### src/rtl/countdown_24_pkg.sv
// Shared constants and types for the cascaded countdown timer (countdown_24).
// The optional auto-reload behaviour is enabled by defining COUNTDOWN_AUTO_RELOAD_EN.
package countdown_24_pkg;

  localparam int CD_W          = 24;
  localparam int CD_SLICE_W    = 8;
  localparam int CD_NUM_SLICES = CD_W / CD_SLICE_W;

  // Per-cycle action decided by the top-level control logic.
  typedef enum logic [2:0] {
    ACT_HOLD   = 3'd0,
    ACT_LOAD   = 3'd1,
    ACT_DEC    = 3'd2,
    ACT_TERM   = 3'd3,
    ACT_RELOAD = 3'd4,
    ACT_SAT    = 3'd5
  } cd_action_e;

  // An action that ends a count period raises the terminal-count pulse.
  function automatic logic is_terminal(input cd_action_e act);
    logic hit;
    case (act)
      ACT_TERM, ACT_RELOAD: hit = 1'b1;
      default:              hit = 1'b0;
    endcase
    return hit;
  endfunction

endpackage

### src/rtl/countdown_24_down_slice.sv
// One SLICE_W-bit down-counting slice with synchronous load and borrow-qualified decrement.
// A slice decrementing from zero wraps to all-ones; saturation is handled by the parent.
module down_slice
  import countdown_24_pkg::*;
#(
  parameter int SLICE_W = CD_SLICE_W
) (
  input  logic               clk,
  input  logic               reset,
  input  logic               load,
  input  logic [SLICE_W-1:0] load_val,
  input  logic               dec_in,
  output logic [SLICE_W-1:0] cnt,
  output logic               is_zero
);

  localparam logic [SLICE_W-1:0] ONE  = {{(SLICE_W-1){1'b0}}, 1'b1};
  localparam logic [SLICE_W-1:0] ZERO = {SLICE_W{1'b0}};

  logic [SLICE_W-1:0] cnt_r;

  // Slice count register: reset, load, decrement or hold.
  always_ff @(posedge clk) begin
    if (reset) begin
      cnt_r <= ZERO;
    end else if (load) begin
      cnt_r <= load_val;
    end else if (dec_in) begin
      cnt_r <= cnt_r - ONE;
    end else begin
      cnt_r <= cnt_r;
    end
  end

  assign cnt     = cnt_r;
  assign is_zero = (cnt_r == ZERO);

endmodule

### src/rtl/countdown_24.sv
// Loadable cascaded down-counter: W bits from W/SLICE_W borrow-chained down_slice instances.
// Define COUNTDOWN_AUTO_RELOAD_EN to reload the last loaded value on terminal count.
module countdown_24
  import countdown_24_pkg::*;
#(
  parameter int W       = CD_W,
  parameter int SLICE_W = CD_SLICE_W
) (
  input  logic         clk,
  input  logic         reset,
  input  logic         en,
  input  logic         load,
  input  logic [W-1:0] load_val,
  output logic [W-1:0] count,
  output logic         zero,
  output logic         tc_pulse
);

  localparam int           NS   = W / SLICE_W;
  localparam logic [W-1:0] ONE  = {{(W-1){1'b0}}, 1'b1};
  localparam logic [W-1:0] ZERO = {W{1'b0}};

  logic [W-1:0]  count_s;
  logic [W-1:0]  reload_r;
  logic [W-1:0]  slice_load_val_s;
  logic          slice_load_s;
  logic          count_en_s;
  logic [NS-1:0] slice_zero_s;
  logic [NS-1:0] slice_dec_s;
  logic          all_zero_s;
  logic          is_one_s;
  logic          reload_nz_s;
  logic          zero_next_s;
  logic          tc_next_s;
  logic          zero_r;
  logic          tc_r;
  cd_action_e    action_s;

`ifdef COUNTDOWN_AUTO_RELOAD_EN
  // Reload register remembers the most recently loaded start value.
  always_ff @(posedge clk) begin
    if (reset) begin
      reload_r <= ZERO;
    end else if (load) begin
      reload_r <= load_val;
    end else begin
      reload_r <= reload_r;
    end
  end
`else
  assign reload_r = ZERO;
`endif

  assign all_zero_s  = &slice_zero_s;
  assign is_one_s    = (count_s == ONE);
  assign reload_nz_s = (reload_r != ZERO);

  // Decide this cycle's action; load beats en, and zero never underflows.
  always_comb begin
    action_s = ACT_HOLD;
    if (load) begin
      action_s = ACT_LOAD;
    end else if (!en) begin
      action_s = ACT_HOLD;
    end else if (all_zero_s) begin
      action_s = ACT_SAT;
    end else if (is_one_s && reload_nz_s) begin
      action_s = ACT_RELOAD;
    end else if (is_one_s) begin
      action_s = ACT_TERM;
    end else begin
      action_s = ACT_DEC;
    end
  end

  // Translate the action into slice load/decrement controls.
  always_comb begin
    slice_load_s     = 1'b0;
    slice_load_val_s = load_val;
    count_en_s       = 1'b0;
    case (action_s)
      ACT_LOAD: begin
        slice_load_s     = 1'b1;
        slice_load_val_s = load_val;
      end
      ACT_RELOAD: begin
        slice_load_s     = 1'b1;
        slice_load_val_s = reload_r;
      end
      ACT_DEC, ACT_TERM: begin
        count_en_s = 1'b1;
      end
      default: begin
        count_en_s = 1'b0;
      end
    endcase
  end

  // Next values of the zero flag and terminal-count pulse.
  always_comb begin
    zero_next_s = zero_r;
    tc_next_s   = is_terminal(action_s);
    case (action_s)
      ACT_LOAD:   zero_next_s = (load_val == ZERO);
      ACT_RELOAD: zero_next_s = 1'b0;
      ACT_TERM:   zero_next_s = 1'b1;
      ACT_SAT:    zero_next_s = 1'b1;
      ACT_DEC:    zero_next_s = 1'b0;
      default:    zero_next_s = zero_r;
    endcase
  end

  // Status flag registers.
  always_ff @(posedge clk) begin
    if (reset) begin
      zero_r <= 1'b1;
      tc_r   <= 1'b0;
    end else begin
      zero_r <= zero_next_s;
      tc_r   <= tc_next_s;
    end
  end

  assign slice_dec_s[0] = count_en_s;

  genvar k;
  generate
    // Slice k borrows only when every lower slice currently reads zero.
    for (k = 1; k < NS; k++) begin : g_borrow
      assign slice_dec_s[k] = slice_dec_s[k-1] & slice_zero_s[k-1];
    end

    for (k = 0; k < NS; k++) begin : g_slice
      down_slice #(
        .SLICE_W(SLICE_W)
      ) u_slice (
        .clk     (clk),
        .reset   (reset),
        .load    (slice_load_s),
        .load_val(slice_load_val_s[k*SLICE_W +: SLICE_W]),
        .dec_in  (slice_dec_s[k]),
        .cnt     (count_s[k*SLICE_W +: SLICE_W]),
        .is_zero (slice_zero_s[k])
      );
    end
  endgenerate

  assign count    = count_s;
  assign zero     = zero_r;
  assign tc_pulse = tc_r;

endmodule

### config.mk
export PLATFORM = sky130hd
export DESIGN_NAME = countdown_24
export DESIGN_NICKNAME = d
export VERILOG_FILES = /design/src/rtl/countdown_24_pkg.sv /design/src/rtl/countdown_24_down_slice.sv /design/src/rtl/countdown_24.sv
export SDC_FILE = /design/constraint.sdc
export NUM_CORES = 1
export LEC_CHECK = 0
export ABC_CLOCK_PERIOD_IN_PS = 2900
export CAP_MARGIN = 5
export CORE_ASPECT_RATIO = 0.7
export CORE_MARGIN = 1
export CORE_UTILIZATION = 51
export DETAILED_ROUTE_END_ITERATION = 6
export GPL_TIMING_DRIVEN = 0
export PLACE_DENSITY = 0.86
export SYNTH_ARGS = -nofsm -noshare
export SYNTH_HDL_FRONTEND = slang
export SYNTH_SLANG_ARGS = --single-unit
### constraint.sdc
create_clock -name clk -period 2.9 [get_ports clk]
set_input_delay 0.725 -clock clk [delete_from_list [all_inputs] [get_ports clk]]
set_output_delay 0.725 -clock clk [all_outputs]
set_load 0.05 [all_outputs]
==> results.json, run 1 <==
{
  "outcome": "finished, final reports clean",
  "worstPathMaxFanout": 6,
  "syn_area_per_cell_um2": 8.53,
  "place_congestion": 0.917,
  "start_util": 0.553,
  "fin_crit_ns": 2.39,
  "syn-num-nets": 245,
  "cap_violations": 0,
  "wl_per_cell_um": 15.6,
  "post_cts_buffers": 0,
  "min_path_type": "reg2reg",
  "routed_wl_mm": 4.89,
  "overflow": 0,
  "grt_pass1_wl_mm": 7.78,
  "tightestPinTransition_ns": 0.562,
  "grt_pass1_vias": 1669,
  "multiInputGateArea_mm2": 0.00112,
  "rows": 17,
  "critPathMaxStageDelay_ns": 0.87,
  "cp.buffers_inverters": 1,
  "synth_cell_types": 52,
  "final_area_mm2": 0.00242,
  "tritoncts.num_buffers": 3,
  "final_nets": 301,
  "finalClockSkew_ns": 0.00402,
  "grt_max_degree": 15,
  "place_ws_ns": 0.363,
  "grt_setup_unrepaired": "no",
  "syn_area_mm2": 0.00180,
  "viasPerCell": 5.85,
  "cts-hold-fix-buffers": 0,
  "seq_area_frac_synth": 0.289,
  "dieArea_mm2": 0.00377,
  "drtPass1Iterations": 4,
  "drive_gt1_frac": 0.0902,
  "clock-sinks": 26,
  "cts.clk_slew.worst_paths_ns": 0.10,
  "clock_path_buffers": 2,
  "dp_hpwl_mm": 3.65,
  "critPathKind": "reg2out",
  "drc": 0,
  "finalSetupTns_ns": 0,
  "crit_chain": "clkdlybuf4s50_1",
  "cp_top_family": "buffers and inverters",
  "final_max_slew_viol_count": 0,
  "seqCellArea_um2": 520,
  "synth-edff-count": 0,
  "arrival_ns": 1.66,
  "cts_root_buffer": "clkbuf_8",
  "fp.dieH_um": 51.7,
  "grtUsageTotal": 0.271,
  "timing.fmax_mhz": 419,
  "syn_inst": 211,
  "htreeDepth": 1,
  "io_buffers": 51,
  "peakVddDrop_mv": 0.303,
  "antenna_found_initial": 0,
  "hold_depth": 2,
  "power_density_mw_per_mm2": 437,
  "endpoint_kind": "output pin",
  "drtIter0Drc": 140,
  "coreArea_mm2": 0.00325,
  "rrSetupSlack_ns": 0.88,
  "critical_path.startpoint_type": "register",
  "finalCritPeriodShare": 0.823,
  "clock_latency_ns": 0.28,
  "synth_warnings": 0,
  "setup_ws_ns": 0.514,
  "ant_nets": 0,
  "vias": 1832,
  "slew_headroom": 0.625,
  "chipWidth_um": 73.0,
  "hold_violations": 0,
  "fillers": 261,
  "worstRegToRegCells": 8,
  "final-setup-viol-count": 0,
  "p_leak_nw": 0.943,
  "cts_resized": 0,
  "place_area_mm2": 0.00237,
  "n_antenna_cell": 0,
  "yosys_register_bits": 26,
  "ys_async_sr_fraction": 0,
  "slowest_stage": "clkdlybuf4s50_1",
  "power_mw": 1.06,
  "worstPathRequired_ns": 2.17,
  "cts_tree": "built",
  "boundaryPins": 54,
  "synthToLayoutAreaGrowth_pct": 34.7,
  "path_depth": 1,
  "synth_top_flop_cell": "dfxtp_1"
}
==> cell families (layout without fill, tap and decap cells) <==
logic type                 Yosys count  after routing  synth area share
and+or+nand+nor                     67             67             0.258
AOI/OAI and AO/OA                   61             61             0.254
muxes                                2              2            0.0111
adders and majority gates            6              6            0.0417
DFF                                 26             26             0.289
buffers and inverters               37             92            0.0876
xor gates and xnor gates            12             12            0.0584
==> power breakdown <==
group          internal (mW)  total, mW  switching, mW
Clock                  0.122      0.250          0.128
Combinational          0.158      0.385          0.227
Sequential             0.384      0.424         0.0398
==> registers in the layout (all words and copies together), names as in the netlist <==
name                 count
g_slice.u_slice.cnt     24
tc_pulse                 1
zero                     1
==> cell type report <==
class / count / share of cell area
plain buffers: 12 / 0.0263
clock buffers: 4 / 0.0227
inverters: 25 / 0.0387
multi-input cells: 148 / 0.463
flip-flops and latches: 26 / 0.215
well taps: 47 / 0.0243
repair buffers: 51 / 0.211
==> metal layers <==
metal,wire length (um),share of wire,up-vias,global-route usage
met4,64,0.013,0,0.0915
met5,0,0,-,0
met1,2270,0.46,849,0.368
met3,504,0.10,7,0.0698
li1,-,-,883,-
met2,2050,0.42,93,0.418
==> cells in the mapped netlist, types with 4 or more instances <==
cell type / instances / area, um2
a21oi_1: 22 / 110
a311oi_1: 5 / 43.8
clkbuf_1: 8 / 30.0
dfxtp_1: 26 / 521
ha_1: 6 / 75.1
inv_1: 25 / 93.8
nand2_1: 7 / 26.3
nand3_1: 5 / 25.0
nand4_1: 5 / 31.3
nor2_1: 7 / 26.3
nor3_1: 8 / 40.0
nor4_1: 5 / 31.3
o21a_1: 12 / 90.1
or3_1: 4 / 25.0
xnor2_1: 10 / 87.6
==> layout by cell type, fill, tap and decap left out, types with 3 or more instances in the layout <==
master | synthesis | routed
a21oi_1 | 22 | 22
a311oi_1 | 5 | 5
clkbuf_1 | 8 | 8
clkbuf_8 | 0 | 4
clkdlybuf4s50_1 | 0 | 51
dfxtp_1 | 26 | 26
ha_1 | 6 | 6
inv_1 | 25 | 25
nand2_1 | 7 | 7
nand3_1 | 5 | 5
nand4_1 | 5 | 5
nor2_1 | 7 | 7
nor2b_1 | 3 | 3
nor3_1 | 8 | 8
nor3b_1 | 3 | 3
nor4_1 | 5 | 5
o21a_1 | 12 | 12
o21ai_0 | 3 | 3
or3_1 | 4 | 4
xnor2_1 | 10 | 10
==> path summary, 6_finish.rpt <==
| path | startpoint | end |
|---|---|---|
| worst min-delay path | zero$_SDFFE_PP1P_ | zero$_SDFFE_PP1P_ |
| worst max-delay path | g_slice[1].u_slice.cnt[2]$_SDFFE_PP0P_ | count[10] |
| worst min register to register | zero$_SDFFE_PP1P_ | zero$_SDFFE_PP1P_ |
| worst max register to register | g_slice[1].u_slice.cnt[0]$_SDFFE_PP0P_ | g_slice[2].u_slice.cnt[4]$_SDFFE_PP0P_ |
==> metrics by stage <==
step / utilization / hold slack [ns] / instances
final: 0.745 / 0.500 / 313
after global routing: 0.745 / 0.527 / 313
after CTS: 0.745 / 0.492 / 313
after detailed placement: 0.728 / 0.470 / 309
after global placement: 0.728 / 0.466 / 309
after floorplan: - / 0.757 / 211
Power figures use the tool's default switching activity.
==> inputs of run 2 (changes only) <==
--- a/config.mk
+++ b/config.mk
@@ -5,14 +5,14 @@
 export SDC_FILE = /design/constraint.sdc
 export NUM_CORES = 1
 export LEC_CHECK = 0
-export ABC_CLOCK_PERIOD_IN_PS = 2900
+export ABC_CLOCK_PERIOD_IN_PS = 2350
 export CAP_MARGIN = 5
 export CORE_ASPECT_RATIO = 0.7
 export CORE_MARGIN = 1
-export CORE_UTILIZATION = 51
+export CORE_UTILIZATION = 47
 export DETAILED_ROUTE_END_ITERATION = 6
 export GPL_TIMING_DRIVEN = 0
-export PLACE_DENSITY = 0.86
+export PLACE_DENSITY = 0.8
 export SYNTH_ARGS = -nofsm -noshare
 export SYNTH_HDL_FRONTEND = slang
 export SYNTH_SLANG_ARGS = --single-unit
==> constraint.sdc (replaced) <==
create_clock -name clk -period 2.35 [get_ports clk]
set_input_delay 0.5875 -clock clk [delete_from_list [all_inputs] [get_ports clk]]
set_output_delay 0.5875 -clock clk [all_outputs]
set_load 0.05 [all_outputs]
==> run 2 against run 1 <==
Effect of this change: sequential share of layout area barely moved; critical path depth unchanged; total power is 23% higher; final area grew 0.16%; routed wire length is 1.2% higher; first-iteration DRC count down 40%; clock power is 20% higher; worst setup slack got worse by 0.37 ns; combinational power up 24%; largest power group unchanged; highest routed layer unchanged.
==> results.json, run 2 (synthesized netlist as in run 1, its figures left out) <==
{
  "outcome": "finished, final reports clean",
  "critPathKind": "reg2out",
  "wl_per_cell_um": 15.6,
  "final_area_mm2": 0.00243,
  "clock-sinks": 26,
  "hold_violations": 0,
  "worstPathRequired_ns": 1.76,
  "worstPathMaxFanout": 6,
  "vias": 1800,
  "endpoint_kind": "output pin",
  "grt_pass1_vias": 1646,
  "power_density_mw_per_mm2": 535,
  "synthToLayoutAreaGrowth_pct": 34.9,
  "timing.fmax_mhz": 453,
  "layout_common_cells": "51 x clkdlybuf4s50_1, 26 x dfxtp_1, 25 x inv_1",
  "tightestPinTransition_ns": 0.596,
  "crit_chain": "clkdlybuf4s50_1",
  "chipWidth_um": 76.0,
  "dieArea_mm2": 0.00408,
  "cts_resized": 0,
  "dp_hpwl_mm": 3.74,
  "cts_root_buffer": "clkbuf_8",
  "crit_path_start": "g_slice[1].u_slice.cnt[2]$_SDFFE_PP0P_",
  "peakVddDrop_mv": 0.312,
  "coreArea_mm2": 0.00358,
  "largest_reg_flops": 24,
  "critPathMaxStageDelay_ns": 0.86,
  "r2r-end": "g_slice[2].u_slice.cnt[4]$_SDFFE_PP0P_",
  "rrSetupSlack_ns": 0.31,
  "drtPass1Iterations": 4,
  "cts_tree": "built",
  "arrival_ns": 1.62,
  "drc": 0,
  "drive_gt1_frac": 0.0902,
  "viasPerCell": 5.70,
  "fp.dieH_um": 53.8,
  "place_congestion": 0.894,
  "cts.clk_slew.worst_paths_ns": 0.10,
  "io_buffers": 51,
  "mostFrequentLayoutCell": "clkdlybuf4s50_1",
  "ant_nets": 0,
  "rows": 18,
  "slowest_stage": "clkdlybuf4s50_1",
  "hold_slack_ns": 0.487,
  "min_path_type": "reg2reg",
  "tritoncts.num_buffers": 3,
  "finalSetupTns_ns": 0,
  "final_nets": 301,
  "hold_path_startpoint": "zero$_SDFFE_PP1P_",
  "place_inst": 312,
  "grtUsageTotal": 0.255,
  "place_area_mm2": 0.00237,
  "final-setup-viol-count": 0,
  "cts-hold-fix-buffers": 0,
  "cp.buffers_inverters": 1,
  "path_depth": 1,
  "htreeDepth": 1,
  "clock_latency_ns": 0.28,
  "fin_cells": 316,
  "start_util": 0.502,
  "p_leak_nw": 0.943,
  "hold_depth": 2,
  "seqCellArea_um2": 520,
  "min_to": "zero$_SDFFE_PP1P_",
  "antenna_found_initial": 0,
  "critical_path.startpoint_type": "register",
  "finalClockSkew_ns": 0.0123,
  "clock_path_buffers": 2,
  "fin_crit_ns": 2.21,
  "final_max_slew_viol_count": 0,
  "n_antenna_cell": 0,
  "slew_headroom": 0.603,
  "routed_wl_mm": 4.95,
  "grt_setup_unrepaired": "no",
  "cap_violations": 0,
  "finalCritPeriodShare": 0.940,
  "post_cts_buffers": 0,
  "r2r_start": "g_slice[1].u_slice.cnt[1]$_SDFFE_PP0P_",
  "fillers": 310,
  "overflow": 0,
  "cp_top_family": "buffers and inverters",
  "multiInputGateArea_mm2": 0.00112,
  "grt_pass1_wl_mm": 7.98,
  "worstRegToRegCells": 8,
  "boundaryPins": 54,
  "drtIter0Drc": 84,
  "grt_max_degree": 15
}
run 2: cell counts in the layout (fill, tap and decap cells not counted):
Identical to the previous run, type by type.
run 2: power by group:
part	switching (mW)	leakage (nW)	internal, mW
clock network	0.151	0.0288	0.150
logic	0.280	0.698	0.196
registers	0.0482	0.216	0.474
total	0.478	0.943	0.820
run 2: final cells by class:
| type | count | area share |
|---|---|---|
| inverters | 25 | 0.0387 |
| well taps | 50 | 0.0258 |
| plain buffers | 12 | 0.0263 |
| clock buffers | 4 | 0.0227 |
| multi-input cells | 148 | 0.462 |
| repair buffers | 51 | 0.210 |
| flip-flops and latches | 26 | 0.214 |
run 2: layer usage:
metal  GRT usage  up-vias  routed length [um]
li1            -      882                   -
met1       0.350      847                2380
met3      0.0458        2                 429
met5           0        -                   0
met2       0.429       69                2120
met4      0.0481        0                  16
run 2: per-stage QoR:
step / utilization / total power [mW] / setup slack, ns
final: 0.678 / 1.30 / 0.141
after floorplan: - / 0.838 / 0.255
after detailed placement: 0.662 / 1.00 / -0.0363
after global placement: 0.662 / 0.996 / -0.0480
after global routing: 0.678 / 1.36 / 0.0914
after CTS: 0.678 / 1.30 / 0.135
run 2: how the worst max path moves through the flow:
stage                                                   to  slack [ns]
floorplan           g_slice[2].u_slice.cnt[6]$_SDFFE_PP0P_        0.25
global placement    g_slice[2].u_slice.cnt[4]$_SDFFE_PP0P_       -0.05
detailed placement  g_slice[1].u_slice.cnt[2]$_SDFFE_PP0P_       -0.04
CTS                                              count[10]        0.14
global route                                     count[10]        0.09
finish                                           count[10]        0.14
==> inputs of run 3 (changes only) <==
--- a/config.mk
+++ b/config.mk
@@ -5,14 +5,16 @@
 export SDC_FILE = /design/constraint.sdc
 export NUM_CORES = 1
 export LEC_CHECK = 0
-export ABC_CLOCK_PERIOD_IN_PS = 2350
+export ABC_CLOCK_PERIOD_IN_PS = 2800
 export CAP_MARGIN = 5
 export CORE_ASPECT_RATIO = 0.7
 export CORE_MARGIN = 1
-export CORE_UTILIZATION = 47
+export CORE_UTILIZATION = 52
+export CTS_BUF_LIST = sky130_fd_sc_hd__clkbuf_8
+export CTS_CLUSTER_SIZE = 12
 export DETAILED_ROUTE_END_ITERATION = 6
 export GPL_TIMING_DRIVEN = 0
-export PLACE_DENSITY = 0.8
+export PLACE_DENSITY = 0.87
 export SYNTH_ARGS = -nofsm -noshare
 export SYNTH_HDL_FRONTEND = slang
 export SYNTH_SLANG_ARGS = --single-unit
==> constraint.sdc (replaced) <==
create_clock -name clk -period 2.8 [get_ports clk]
set_input_delay 0.7 -clock clk [delete_from_list [all_inputs] [get_ports clk]]
set_output_delay 0.7 -clock clk [all_outputs]
set_load 0.05 [all_outputs]
==> run 3 against run 2 <==
Effect of this change: total power shrank 18%; critical path depth is the same; worst setup slack improved by 0.34 ns; largest power group unchanged.
==> results.json, run 3 (synthesized netlist as in run 1, its figures left out) <==
{
  "outcome": "finished, final reports clean",
  "drive_gt1_frac": 0.0868,
  "vias": 1798,
  "cts.clk_slew.worst_paths_ns": 0.09,
  "p_leak_nw": 0.936,
  "clock-sinks": 26,
  "place_congestion": 0.889,
  "start_util": 0.557,
  "clkPwrFrac": 0.209,
  "htreeDepth": 1,
  "worstPathRequired_ns": 2.10,
  "boundaryPins": 54,
  "viasPerCell": 5.76,
  "critPathKind": "reg2out",
  "chipWidth_um": 72.3,
  "power.share.switching": 0.378,
  "crit_chain": "clkdlybuf4s50_1",
  "slowest_stage": "clkdlybuf4s50_1",
  "tritoncts.num_buffers": 3,
  "comb_power_share": 0.377,
  "endpoint_kind": "output pin",
  "finalSetupTns_ns": 0,
  "hold_violations": 0,
  "final_area_mm2": 0.00241,
  "finalClockSkew_ns": 0.00330,
  "seq_power_share": 0.413,
  "place_area_mm2": 0.00237,
  "ant_nets": 0,
  "power_density_mw_per_mm2": 439,
  "dieArea_mm2": 0.00370,
  "finalCritPeriodShare": 0.829,
  "tightestPinTransition_ns": 0.539,
  "routed_wl_mm": 4.87,
  "clock_latency_ns": 0.27,
  "drc": 0,
  "critPathMaxStageDelay_ns": 0.86,
  "drtPass1Iterations": 4,
  "io_buffers": 51,
  "synthToLayoutAreaGrowth_pct": 33.9,
  "cts_resized": 0,
  "antenna_found_initial": 0,
  "grtUsageTotal": 0.278,
  "final_max_slew_viol_count": 0,
  "fin_crit_ns": 2.32,
  "cap_violations": 0,
  "p_int_mw": 0.659,
  "timing.fmax_mhz": 431,
  "mostFrequentLayoutCell": "clkdlybuf4s50_1",
  "worstPathMaxFanout": 6,
  "wl_per_cell_um": 15.6,
  "grt_pass1_wl_mm": 7.80,
  "grt_setup_unrepaired": "no",
  "overflow": 0,
  "grt_max_degree": 14,
  "critical_path.startpoint_type": "register",
  "clock_path_buffers": 2,
  "peakVddDrop_mv": 0.378,
  "fp.dieH_um": 51.2,
  "layout_common_cells": "51 x clkdlybuf4s50_1, 26 x dfxtp_1, 25 x inv_1",
  "largest_reg_flops": 24,
  "power_switching_mw": 0.400,
  "cp.buffers_inverters": 1,
  "final_nets": 301,
  "min_path_type": "reg2reg",
  "cts_root_buffer": "clkbuf_8",
  "coreArea_mm2": 0.00323,
  "cp_top_family": "buffers and inverters",
  "cts_tree": "built",
  "grt_pass1_vias": 1650,
  "cts-hold-fix-buffers": 0,
  "rows": 17,
  "dp_hpwl_mm": 3.65,
  "drtIter0Drc": 154,
  "slew_headroom": 0.641,
  "arrival_ns": 1.62,
  "final-setup-viol-count": 0,
  "post_cts_buffers": 0,
  "n_antenna_cell": 0
}
==> run 3: changes by cell type in the layout (fill, tap and decap cells not counted) <==
cell      change
clkbuf_8      -1
==> run 3: metal layers <==
layer  vias up  wire [um]  GRT usage  share of wire
met4         0         29     0.0425         0.0060
met1       824       2330      0.410           0.48
met5         -          0          0              0
li1        884          -          -              -
met3         5        427     0.0651          0.088
met2        85       2070      0.417           0.43
==> run 3: power by group through the flow <==
stage	registers [mW]	logic (mW)	clock network [mW]
after floorplan	0.535	0.168	0
after global placement	0.445	0.390	0
after detailed placement	0.446	0.395	0
after CTS	0.437	0.397	0.222
after global routing	0.442	0.425	0.236
final	0.437	0.399	0.222
==> run 3: area by class of cell <==
type                            count  area (um2)
Fill cell                         281         823
Sequential cell                    26         520
Timing Repair Buffer               51         510
Buffer                             12        63.8
Clock buffer                        3        41.3
Tap cell                           47        58.8
Inverter                           25        93.8
Multi-Input combinational cell    148        1120
==> run 3: through the flow <==
stage | utilization | power, mW | setup WS (ns) | hold slack, ns | cells
floorplan | - | 0.703 | 0.705 | 0.757 | 211
global placement | 0.733 | 0.835 | 0.300 | 0.463 | 309
detailed placement | 0.733 | 0.841 | 0.281 | 0.480 | 309
CTS | 0.745 | 1.06 | 0.470 | 0.502 | 312
global route | 0.745 | 1.10 | 0.410 | 0.521 | 312
finish | 0.745 | 1.06 | 0.478 | 0.508 | 312
==> run 3: final timing paths <==
| kind | startpoint | endpoint | slack (ns) | cells past startpoint |
|---|---|---|---|---|
| worst max register to register | g_slice[1].u_slice.cnt[1]$_SDFFE_PP0P_ | g_slice[2].u_slice.cnt[4]$_SDFFE_PP0P_ | 0.76 | 8 |
| worst min register to register | zero$_SDFFE_PP1P_ | zero$_SDFFE_PP1P_ | 0.51 | 2 |
| worst max-delay path | g_slice[0].u_slice.cnt[4]$_SDFFE_PP0P_ | count[4] | 0.48 | 1 |
| worst min-delay path | zero$_SDFFE_PP1P_ | zero$_SDFFE_PP1P_ | 0.51 | 2 |
